$ cat config.mk
export PLATFORM = sky130hd
export DESIGN_NAME = pan_lfo_scheduler
export DESIGN_NICKNAME = d
export VERILOG_FILES = /design/src/rtl/pan_lfo_scheduler.sv
export SDC_FILE = /design/constraint.sdc
export NUM_CORES = 1
export LEC_CHECK = 0
export CELL_PAD_IN_SITES_DETAIL_PLACEMENT = 1
export CELL_PAD_IN_SITES_GLOBAL_PLACEMENT = 1
export CORE_MARGIN = 5
export CORE_UTILIZATION = 42
export CTS_CLUSTER_SIZE = 10
export DETAILED_ROUTE_END_ITERATION = 10
export PLACE_DENSITY = 0.81
export REMOVE_ABC_BUFFERS = 1
export SETUP_SLACK_MARGIN = 0.15
export SLEW_MARGIN = 40
export SYNTH_ARGS = -nofsm -noshare
export SYNTH_HDL_FRONTEND = slang
export SYNTH_SLANG_ARGS = --single-unit
$ cat constraint.sdc
create_clock -name CLOCK_50 -period 6.9 [get_ports CLOCK_50]
set_input_delay 1.035 -clock CLOCK_50 [delete_from_list [all_inputs] [get_ports CLOCK_50]]
set_output_delay 1.035 -clock CLOCK_50 [all_outputs]
set_load 0.1 [all_outputs]
$ cat src/rtl/pan_lfo_scheduler.sv
// Time-multiplexed auto-pan LFO scheduler: one sine ROM port and one multiplier shared across NUM_CH channels.
// Latency: 3*NUM_CH+2 cycles from SAMPLE_TICK to PAN_VALID; each channel takes a fixed FETCH/WAIT/CALC slot.
// Backpressure: none; one tick may queue behind a running sweep, and further ticks are dropped with a TICK_MISS pulse.
module pan_lfo_scheduler #(
  parameter int NUM_CH = 4
) (
  input  logic                   CLOCK_50,
  input  logic                   RESET,
  input  logic                   SAMPLE_TICK,
  input  logic [NUM_CH-1:0]      AUTO_PAN_EN,
  input  logic [16*NUM_CH-1:0]   PAN_RATE,
  input  logic [16*NUM_CH-1:0]   PAN_DEPTH,
  output logic [11:0]            ROM_ADDR,
  output logic                   ROM_CS,
  input  logic [15:0]            ROM_DATA,
  output logic [16*NUM_CH-1:0]   PAN_OUT,
  output logic                   PAN_VALID,
  output logic                   BUSY,
  output logic                   TICK_MISS
);

  localparam int CH_W = (NUM_CH > 1) ? $clog2(NUM_CH) : 1;
  localparam logic [CH_W-1:0] LAST_CH = CH_W'(NUM_CH - 1);

  typedef enum logic [2:0] {S_IDLE, S_FETCH, S_WAIT, S_CALC, S_DONE} state_t;

  state_t              state_q;
  logic [CH_W-1:0]     ch_q;
  logic                pending_q;
  logic [23:0]         phase_q  [NUM_CH];
  logic [15:0]         shadow_q [NUM_CH];
  logic [16*NUM_CH-1:0] pan_q;
  logic                en_q;
  logic signed [15:0]  depth_q;
  logic signed [15:0]  rom_q;
  logic [11:0]         rom_addr_q;
  logic                valid_q;
  logic                miss_q;

  logic [15:0]         rate_a  [NUM_CH];
  logic [15:0]         depth_a [NUM_CH];
  logic                cur_en;
  logic signed [31:0]  prod;
  logic signed [31:0]  val;
  logic [15:0]         calc_res;

  // Unpack the per-channel rate/depth buses so the active channel can be selected by index
  always_comb begin
    for (int i = 0; i < NUM_CH; i++) begin
      rate_a[i]  = PAN_RATE[16*i +: 16];
      depth_a[i] = PAN_DEPTH[16*i +: 16];
    end
  end

  // ROM port is driven during FETCH only; the address holds its last value otherwise
  assign cur_en   = AUTO_PAN_EN[ch_q];
  assign ROM_CS   = (state_q == S_FETCH) && cur_en;
  assign ROM_ADDR = ROM_CS ? phase_q[ch_q][23:12] : rom_addr_q;

  // Pan position: centre plus floor(depth*sine/65536), clamped to the 15-bit positive range
  always_comb begin
    prod     = depth_q * rom_q;
    val      = 32'sh0000_4000 + (prod >>> 16);
    calc_res = val[15:0];
    if (val < 0)
      calc_res = 16'h0000;
    else if (val > 32'sh0000_7FFF)
      calc_res = 16'h7FFF;
  end

  assign PAN_OUT   = pan_q;
  assign PAN_VALID = valid_q;
  assign TICK_MISS = miss_q;
  assign BUSY      = (state_q != S_IDLE);

  // Sweep sequencer: per-channel FETCH/WAIT/CALC slots, tick queueing and the all-channel commit
  always_ff @(posedge CLOCK_50) begin
    if (RESET) begin
      state_q    <= S_IDLE;
      ch_q       <= '0;
      pending_q  <= 1'b0;
      en_q       <= 1'b0;
      depth_q    <= '0;
      rom_q      <= '0;
      rom_addr_q <= '0;
      valid_q    <= 1'b0;
      miss_q     <= 1'b0;
      for (int i = 0; i < NUM_CH; i++) begin
        phase_q[i]          <= '0;
        shadow_q[i]         <= 16'h4000;
        pan_q[16*i +: 16]   <= 16'h4000;
      end
    end else begin
      valid_q <= 1'b0;
      miss_q  <= 1'b0;
      // DONE handles its own tick below so a tick there is never lost
      if (SAMPLE_TICK && state_q != S_IDLE && state_q != S_DONE) begin
        if (pending_q) miss_q    <= 1'b1;
        else           pending_q <= 1'b1;
      end
      case (state_q)
        S_IDLE: begin
          if (SAMPLE_TICK) begin
            ch_q    <= '0;
            state_q <= S_FETCH;
          end
        end
        S_FETCH: begin
          en_q    <= cur_en;
          depth_q <= depth_a[ch_q];
          if (cur_en) begin
            rom_addr_q    <= phase_q[ch_q][23:12];
            phase_q[ch_q] <= phase_q[ch_q] + {8'h00, rate_a[ch_q]};
          end else begin
            phase_q[ch_q] <= '0;
          end
          state_q <= S_WAIT;
        end
        S_WAIT: begin
          rom_q   <= ROM_DATA;
          state_q <= S_CALC;
        end
        S_CALC: begin
          shadow_q[ch_q] <= en_q ? calc_res : 16'h4000;
          if (ch_q == LAST_CH) begin
            state_q <= S_DONE;
          end else begin
            ch_q    <= ch_q + 1'b1;
            state_q <= S_FETCH;
          end
        end
        S_DONE: begin
          for (int i = 0; i < NUM_CH; i++) pan_q[16*i +: 16] <= shadow_q[i];
          valid_q <= 1'b1;
          if (pending_q || SAMPLE_TICK) begin
            pending_q <= pending_q && SAMPLE_TICK;
            ch_q      <= '0;
            state_q   <= S_FETCH;
          end else begin
            state_q <= S_IDLE;
          end
        end
        default: state_q <= S_IDLE;
      endcase
    end
  end

endmodule

Word-level counts from Yosys, hierarchy flattened
Memories as Yosys holds them, arrays and structs flattened. A register that Yosys moved wholly into a read port is not among the register bits.
Index checks and enable logic that the tools add are counted.

word-level totals
  flip-flop bits (word level) = 53
  memory bits (writable) = 160
  bits of input ports = 151
  output and inout bits = 80
  word-level logic and storage cells = 91
  memories kept = 2

operators by class
  add/sub/neg operators = 3
  multipliers = 1
  $lt $le $gt $ge = 4
  eq/ne operators = 9
  mux-type cells = 47
  bitwise logic cells = 3
  reduce and logical (&&, ||, !) cells = 13

memories
  memory    depth  bits a word  rd ports  clocked after Yosys merged registers in  write ports  RTL line  RTL
  phase_q   4      24           1         1                                        4            30        logic [23:0] phase_q [NUM_CH];
  shadow_q  4      16           4         4                                        4            31        logic [15:0] shadow_q [NUM_CH];

operators with widths
  kind                                                          number
  two-way mux 16 bit                                            8
  binary-select mux 16 bit (select 2 bit)                       2
  two-way mux 24 bit                                            2
  multiplier 16 x 16 -> 32 bit                                  1
  adder 24 x 16 -> 24 bit                                       1
  OR reduction 24 bit                                           1
  two-way mux 1 bit                                             22
  adder 16 x 16 -> 17 bit (first input constant)                1
  > comparator 17 x 16 -> 1 bit (second input constant)         1
  less-than comparator 17 x 1 -> 1 bit (second input constant)  1
  OR reduction 16 bit                                           1
  one-hot mux 3 bit (5 select lines)                            1
  two-way mux 2 bit                                             7
  two-way mux 12 bit                                            1
  equality test 3 x 2 -> 1 bit (second input constant)          2
  two-way mux 3 bit                                             2
  != test 2 bit (second input constant)                         3
  one-hot mux 2 bit (3 select lines)                            1
  nonzero test 3 bit                                            2
  logical AND 1 bit                                             4
  AND reduction 4 bit                                           1
  equality test 3 x 1 -> 1 bit (second input constant)          1
  equality test 3 bit (second input constant)                   1
  >= comparator 3 bit (second input constant)                   1
  other kinds (12)                                              12

Logic depth before layout (Yosys ltp)
Gate-level depths: netlist (run 1).

  depth in word-level cells = 9
  gate-level depth with buffers = 28
  gate-level depth less buffers = 25

Worst setup path before layout (run 1)
Ideal clock, no wire load.

  kind = flip-flop to flip-flop
  start point = register depth_q[15]
  end point = memory shadow_q[0][14], data pin
  setup time = 0.301 ns
  data arrival time = 6.908 ns
  slack = -0.309 ns
  cell stages (with the launch flop) = 23
  buffers on the path = 2
  cell sequence = dfxtp_1 -> clkbuf_1 -> nand2_1 -> inv_1 -> fa_1 -> fa_1 -> fa_1 -> fa_1 -> fa_1 -> fa_1 -> ha_1 -> a21o_1 -> a21o_1 -> a21o_1 -> o31ai_2 -> a211oi_2 -> o21a_1 -> nor2_1 -> inv_1 -> ha_1 -> buf_1 -> a31oi_2 -> nand3_1

RTL lines
  what                      RTL line  RTL
  start: declaration        34        logic signed [15:0] depth_q;
  start signal: assignment  110       depth_q <= depth_a[ch_q];
  end: declaration          31

==> metrics, run 1 <==
async set-reset flop share out of synthesis=0; antenna violations before repair=1; RSZ-0062 raised after global routing=true; global placer's final weighted congestion=between 0.8 and 0.9; Vias=between 15000 and 20000; CTS H-Tree Depth=2; Clock Latency Late Sink=roughly 0.56 ns; Finished Cell Area=approximately 27000 um^2; commonest cells in the netlist=358 x nand2_1, 308 x inv_1, 262 x fa_1; Startpoint Class=flop; total global-route track usage=0.228; number of global-route vias before repair=~20000; switching fraction of total power=0.320; final hold violation count=0; Worst Max-Slew Pin Slew=about 0.7 ns; port bufs=230; Slew Viols, Final=0; prevailing post-synth register cell=edfxtp_1; post-synthesis xor/xnor area fraction=0.0138; Post-Route WL=approximately 68000 um; multiplexer share of the synthesized area=0.0660; Residual DRC=0; area of the multi-input gates=about 14000 um^2; vias per cell=5.34; ANT cells=0; largest net degree at the start of global routing=95; Crit Path Max Fanout=9; core area=between 50000 and 60000 um^2; ranking of synthesized cells by area=fa_1 24%, edfxtp_1 22%, dfxtp_1 11%; CTS Hold Buffers Added=0; Worst EP required=7.18 ns; Num CTS Buffers=35; Mean Syn Cell Area=10.1 um^2; Non-Filler Instances=between 3000 and 4000; clock skew=around 0.022 ns; Internal=~3.5 mW; Syn-to-layout area delta=23.3%; critical path class=reg -> reg; Synth warnings=0; Comb pwr share=0.278; Die Height=240 um; CTS tree=done; CP endpoint kind=flop; cells after synthesis=roughly 2200; fin crit period=6.81 ns; maxcap violations=0; global route total overflow=0; VDD IR-drop max=approximately 0.18 mV; Clk network pwr share=0.349; Die X=240 um; DRT antenna net count=0; DR pass1 iterations=5; power density over the cells=~190 nW/um^2; register area share after synthesis=0.323; Worst-path clk slew=0.06 ns; simple-gate share of the synthesized area=0.166; maximum clock frequency=between 100 and 150 MHz; final setup fails=0; Yosys top cell by area=fa_1; clock buffer depth=3; Mapped Area=about 22000 um^2; Finished Core Util=0.523; CTS Sinks=279; root buffer cell=clkbuf_16; largest family of logic cells by synthesized area=adder cells; share of post-route cells with drive strength above 1=0.186; Synth Area in Adders=0.291; Switching Power=roughly 1.6 mW; WP data arrival=~7.1 ns; post-synthesis cell type count=70; DP Area=25500 um^2; Post-Place Cells=3128; fin crit share=0.987; fill cell count=5727; hpwl dp=50600 um; die area=between 50000 and 60000 um^2; WL per Instance=between 20 and 25 um; Post-synth EDFFs=160; LEAKAGE=about 12 nW; Max-slew headroom=0.530; Synth Register Bits=279; Synth Area in Compound Gates=0.0695; share of the synthesized area in the top cell type=0.236; I/O pins=about 230; Reg area=around 7300 um^2; Seq pwr share=0.373; FP Rows=84; worst hold margin=between 0.4 and 0.5 ns; first-pass GRT wire length=around 100000 um; DRT iter0 DRCs=around 840; fin nets=3017; Initial Util=0.424; most common cell in the synthesized netlist=nand2_1; worst hold path class=reg -> reg; status=finished, final reports clean
==> layout make-up <==
| class | instances | area share |
|---|---|---|
| clock buffer | 61 | 0.0381 |
| clock inverter | 3 | 0.00278 |
| inverter | 308 | 0.0423 |
| multi-input combinational | 1513 | 0.509 |
| sequential | 279 | 0.265 |
| tap | 688 | 0.0314 |
| timing repair buffer | 369 | 0.111 |
| timing repair inverter | 1 | 0.000274 |
==> layer usage <==
metal  track usage  up-vias  share of wire
li1              -     7730              -
met1         0.262     8931           0.37
met2         0.428      413           0.55
met5             0        -        0.00019
met3        0.0311      144          0.038
met4        0.0870        2          0.037
==> layout by cell type (no fill, tap or decap), types with 12 or more instances in the layout <==
cell type	netlist	routed
and2_1	129	125
nand2_1	358	354
nand3_1	19	18
a21oi_1	129	124
ha_1	97	87
clkdlybuf4s50_1	0	149
mux4_2	57	57
buf_2	8	80
fa_2	0	15
edfxtp_1	160	160
inv_1	308	298
fa_1	262	247
clkbuf_1	86	20
nand2b_1	13	12
dfxtp_1	119	90
buf_4	1	125
nor3_1	16	13
dfxtp_4	0	19
o21ai_0	19	16
nor2_1	181	179
clkbuf_16	0	36
a21o_1	18	17
nand4_1	14	14
nor2b_1	20	20
xnor2_1	28	28
==> through the flow <==
step                power, mW  worst slack (ns)  TNS (ns)
floorplan                2.64            -0.184     -3.81
global placement         3.11            0.0615         0
detailed placement       3.18            -0.199    -10.11
CTS                      5.00             0.138         0
global route             5.32            -0.118     -2.37
finish                   5.10            0.0927         0
==> path summary, 6_finish.rpt <==
check                                       end                     start  slack [ns]  depth (start not counted)
setup / recovery  shadow_q[1][14]$_SDFFCE_PN1P_     rom_q[9]$_SDFFE_PP0P_        0.09                         21
setup reg to reg  shadow_q[1][14]$_SDFFCE_PN1P_     rom_q[9]$_SDFFE_PP0P_        0.09                         21
hold / removal         PAN_OUT[29]$_SDFFE_PP0P_  PAN_OUT[29]$_SDFFE_PP0P_        0.46                          2
hold reg to reg        PAN_OUT[29]$_SDFFE_PP0P_  PAN_OUT[29]$_SDFFE_PP0P_        0.46                          2
==> power groups by stage <==
stage                     clock, mW  sequential, mW  combinational (mW)
final                          1.78            1.90                1.42
after CTS                      1.82            1.89                1.29
after detailed placement          0            1.93                1.25
after floorplan                   0            1.92               0.719
after global placement            0            1.92                1.19
after global routing           1.88            1.91                1.53
==> cell families (layout without fill, tap and decap cells) <==
logic type               count (synthesis)  in the layout
AND/OR/NAND/NOR                        803            803
buffers and inverters                  414            742
XOR/XNOR                                35             35
adder cells (fa/ha/maj)                359            359
flip-flops                             279            279
AO/OA/AOI/OAI                          242            242
multiplexers                            74             74
==> what timing repair did <==
item / in CTS / in global routing
endpoints found under the setup margin: 64 / 64
setup buffers: 1 / 27
gates cloned: 0 / 2
pin swaps: 14 / 52
gates resized for setup: 40 / 112
==> registers in the layout (all words and copies together) (netlist names), named ones only <==
name        count
ch_q            2
PAN_VALID       1
depth_q        16
state_q         3
rom_addr_q     12
en_q            1
PAN_OUT        64
TICK_MISS       1
phase_q        96
pending_q       1
rom_q          16
shadow_q       64
==> worst max-delay path, cell delays in order, from the launching register on <==
cell	delay (ns)
dfxtp_1	0.42
buf_4	0.22
nand2_1	0.09
fa_1	0.46
inv_2	0.15
fa_1	0.46
fa_1	0.59
fa_1	0.45
fa_1	0.53
fa_1	0.43
ha_1	0.34
a21o_1	0.20
a21o_1	0.20
a21o_4	0.25
o31ai_4	0.31
buf_4	0.19
a21o_1	0.13
a311oi_2	0.13
nor4_2	0.37
nand4_1	0.24
a31oi_4	0.27
nand3_1	0.10
Power figures use the tool's default switching activity.
==> run 2: changes to the inputs <==
--- a/config.mk
+++ b/config.mk
@@ -5,6 +5,7 @@
 export SDC_FILE = /design/constraint.sdc
 export NUM_CORES = 1
 export LEC_CHECK = 0
+export CAP_MARGIN = 20
 export CELL_PAD_IN_SITES_DETAIL_PLACEMENT = 1
 export CELL_PAD_IN_SITES_GLOBAL_PLACEMENT = 1
 export CORE_MARGIN = 5
==> results of run 2 <==
No change in the layout: final DEF, timing and power equal those of run 1.
==> RTL edit, RTL diff (config.mk and constraints of run 1) <==
Add an input register stage for `SAMPLE_TICK`, `AUTO_PAN_EN`, `PAN_RATE`, `PAN_DEPTH` and `ROM_DATA`, with the module's reset; this delays them by one clock. Comments in the files are not updated.
--- a/src/rtl/pan_lfo_scheduler.sv
+++ b/src/rtl/pan_lfo_scheduler.sv
@@ -24,6 +24,28 @@
 
   typedef enum logic [2:0] {S_IDLE, S_FETCH, S_WAIT, S_CALC, S_DONE} state_t;
 
+  logic SAMPLE_TICK_q;
+  logic [NUM_CH-1:0] AUTO_PAN_EN_q;
+  logic [16*NUM_CH-1:0] PAN_RATE_q;
+  logic [16*NUM_CH-1:0] PAN_DEPTH_q;
+  logic [15:0] ROM_DATA_q;
+
+  always_ff @(posedge CLOCK_50) begin
+    if (RESET) begin
+      SAMPLE_TICK_q <= '0;
+      AUTO_PAN_EN_q <= '0;
+      PAN_RATE_q    <= '0;
+      PAN_DEPTH_q   <= '0;
+      ROM_DATA_q    <= '0;
+    end else begin
+      SAMPLE_TICK_q <= SAMPLE_TICK;
+      AUTO_PAN_EN_q <= AUTO_PAN_EN;
+      PAN_RATE_q    <= PAN_RATE;
+      PAN_DEPTH_q   <= PAN_DEPTH;
+      ROM_DATA_q    <= ROM_DATA;
+    end
+  end
+
   state_t              state_q;
   logic [CH_W-1:0]     ch_q;
   logic                pending_q;
@@ -47,13 +69,13 @@
   // Unpack the per-channel rate/depth buses so the active channel can be selected by index
   always_comb begin
     for (int i = 0; i < NUM_CH; i++) begin
-      rate_a[i]  = PAN_RATE[16*i +: 16];
-      depth_a[i] = PAN_DEPTH[16*i +: 16];
+      rate_a[i]  = PAN_RATE_q[16*i +: 16];
+      depth_a[i] = PAN_DEPTH_q[16*i +: 16];
     end
   end
 
   // ROM port is driven during FETCH only; the address holds its last value otherwise
-  assign cur_en   = AUTO_PAN_EN[ch_q];
+  assign cur_en   = AUTO_PAN_EN_q[ch_q];
   assign ROM_CS   = (state_q == S_FETCH) && cur_en;
   assign ROM_ADDR = ROM_CS ? phase_q[ch_q][23:12] : rom_addr_q;
 
@@ -94,13 +116,13 @@
       valid_q <= 1'b0;
       miss_q  <= 1'b0;
       // DONE handles its own tick below so a tick there is never lost
-      if (SAMPLE_TICK && state_q != S_IDLE && state_q != S_DONE) begin
+      if (SAMPLE_TICK_q && state_q != S_IDLE && state_q != S_DONE) begin
         if (pending_q) miss_q    <= 1'b1;
         else           pending_q <= 1'b1;
       end
       case (state_q)
         S_IDLE: begin
-          if (SAMPLE_TICK) begin
+          if (SAMPLE_TICK_q) begin
             ch_q    <= '0;
             state_q <= S_FETCH;
           end
@@ -117,7 +139,7 @@
           state_q <= S_WAIT;
         end
         S_WAIT: begin
-          rom_q   <= ROM_DATA;
+          rom_q   <= ROM_DATA_q;
           state_q <= S_CALC;
         end
         S_CALC: begin
@@ -132,8 +154,8 @@
         S_DONE: begin
           for (int i = 0; i < NUM_CH; i++) pan_q[16*i +: 16] <= shadow_q[i];
           valid_q <= 1'b1;
-          if (pending_q || SAMPLE_TICK) begin
-            pending_q <= pending_q && SAMPLE_TICK;
+          if (pending_q || SAMPLE_TICK_q) begin
+            pending_q <= pending_q && SAMPLE_TICK_q;
             ch_q      <= '0;
             state_q   <= S_FETCH;
           end else begin
Formal check against the unedited RTL: not equivalent (a bounded check fails within 4 cycles, from zero or initial values and one cycle with RESET high).
==> RTL edit against run 1 <==
Sequential cell count is 149 higher. Count of clock-buffer cells in the layout is 20 higher. Design area is 17% higher. Area after synthesis is 17% higher. Via count is 10% higher. Power is 22% higher. Die area is 17% higher. Clock skew is 7.8 ps higher. Worst setup slack better by 55 ps. Routed wire length is 10% higher. First-iteration DRC count is 22% higher. Cell count is 15% higher. Critical path type unchanged. Critical endpoint is now shadow_q[3][15]$_DFFE_PP_.
==> RTL edit: results (changes against run 1) <==
RUN_STATUS='finished clean'
MAX-VDD-IR-DROP_V=0.000182  # -1.7%
PLACED_AREA_UM2=29600  # +16%
CRITPATHARRIVALTIME_PS=7210  # +120 ps
YS_FF_LATCH=428  # +53%
RR_WORST_DEPTH=25  # +19%
ROUTEDWLPERCELL_UM=20.1  # -4.0%
VIA_COUNT_OF_THE_FIRST_GLOBAL_ROUTING_PASS=22039  # +12%
HOLD_START='ROM_DATA_q[0]$_SDFF_PP0_'
CRITPATHMAXFANOUT=5  # -4
CLOCK_BUFFER_COUNT=81  # +33%
SIGNAL_BUFFERS=383  # +3.8%
ROUTE.MET3.WL_MM=3.56  # +38%
CLK-INSERTION-DELAY-LATE_PS=610  # +50 ps
NUM_VIAS=18995  # +10%
DETAIL_ROUTE.ITER0.VIOLATIONS=1031  # +22%
REG2REG_SLACK_PS=150  # +60 ps
POST-ROUTE-UTIL_PCT=52.1  # -0.18 points
TRACK_USAGE_PCT=22.0  # -0.74 points
MULTI_INPUT_AREA_UM2=14900  # +6.6%
SEQUENTIALPOWERSHARE_PCT=45.0  # +7.7 points
YOSYSUNIQUECELLTYPES=71  # +1.4%
REGISTER_AREA_UM2=10200  # +41%
P_SWITCHING_mW=1.66  # +1.4%
GRT_PASS1_WL_MM=118  # +14%
LARGEST_NET_DEGREE_AT_THE_START_OF_GLOBAL_ROUTING=111  # +17%
GROUTE.LAYER.MET1.USAGE_PCT=26.1  # -0.15 points
NNONCLKINVERTERS=308  # -0.32%
==> RTL edit: how the worst max path moves through the flow <==
stage,startpoint,endpoint
6_report,depth_q[7]$_SDFFE_PP0P_,shadow_q[3][15]$_DFFE_PP_
5_1_grt,depth_q[7]$_SDFFE_PP0P_,shadow_q[3][15]$_DFFE_PP_
4_1_cts,depth_q[6]$_SDFFE_PP0P_,shadow_q[2][14]$_SDFFCE_PN1P_
3_5_place_dp,depth_q[15]$_SDFFE_PP0P_,shadow_q[1][15]$_SDFFCE_PN0P_
3_3_place_gp,depth_q[4]$_SDFFE_PP0P_,shadow_q[2][15]$_SDFFCE_PN0P_
2_1_floorplan,rom_q[1]$_SDFFE_PP0P_,shadow_q[0][10]$_SDFFCE_PN0P_
==> RTL edit: per-stage QoR <==
stage / power, mW / hold WS [ps] / setup slack (ps) / cells
2_1_floorplan: 3.25 / 411 / 36.7 / 2388
3_3_place_gp: 3.61 / 424 / -99.8 / 3585
3_5_place_dp: 3.65 / 431 / -299 / 3586
4_1_cts: 6.19 / 443 / 97.0 / 3679
5_1_grt: 6.44 / 451 / -66.1 / 3695
6_report: 6.20 / 436 / 148 / 3695
==> RTL edit: logic make-up (layout without fill, tap and decap cells) <==
logic type | count (synthesis) | after routing | share of synthesized area (%)
AND/OR/NAND/NOR | 947 | 947 | 17.6
AO/OA/AOI/OAI | 242 | 242 | 5.72
multiplexers | 69 | 69 | 5.44
buffers and inverters | 427 | 778 | 6.27
adder cells (fa/ha/maj) | 359 | 359 | 24.8
flip-flops | 428 | 428 | 39.0
XOR/XNOR | 35 | 35 | 1.18
==> RTL edit: repair_timing <==
action	in CTS	in global routing
pin swaps	24	85
resized for setup	60	143
endpoints found under the setup margin	64	64
gates cloned	0	1
buffers inserted	6	15
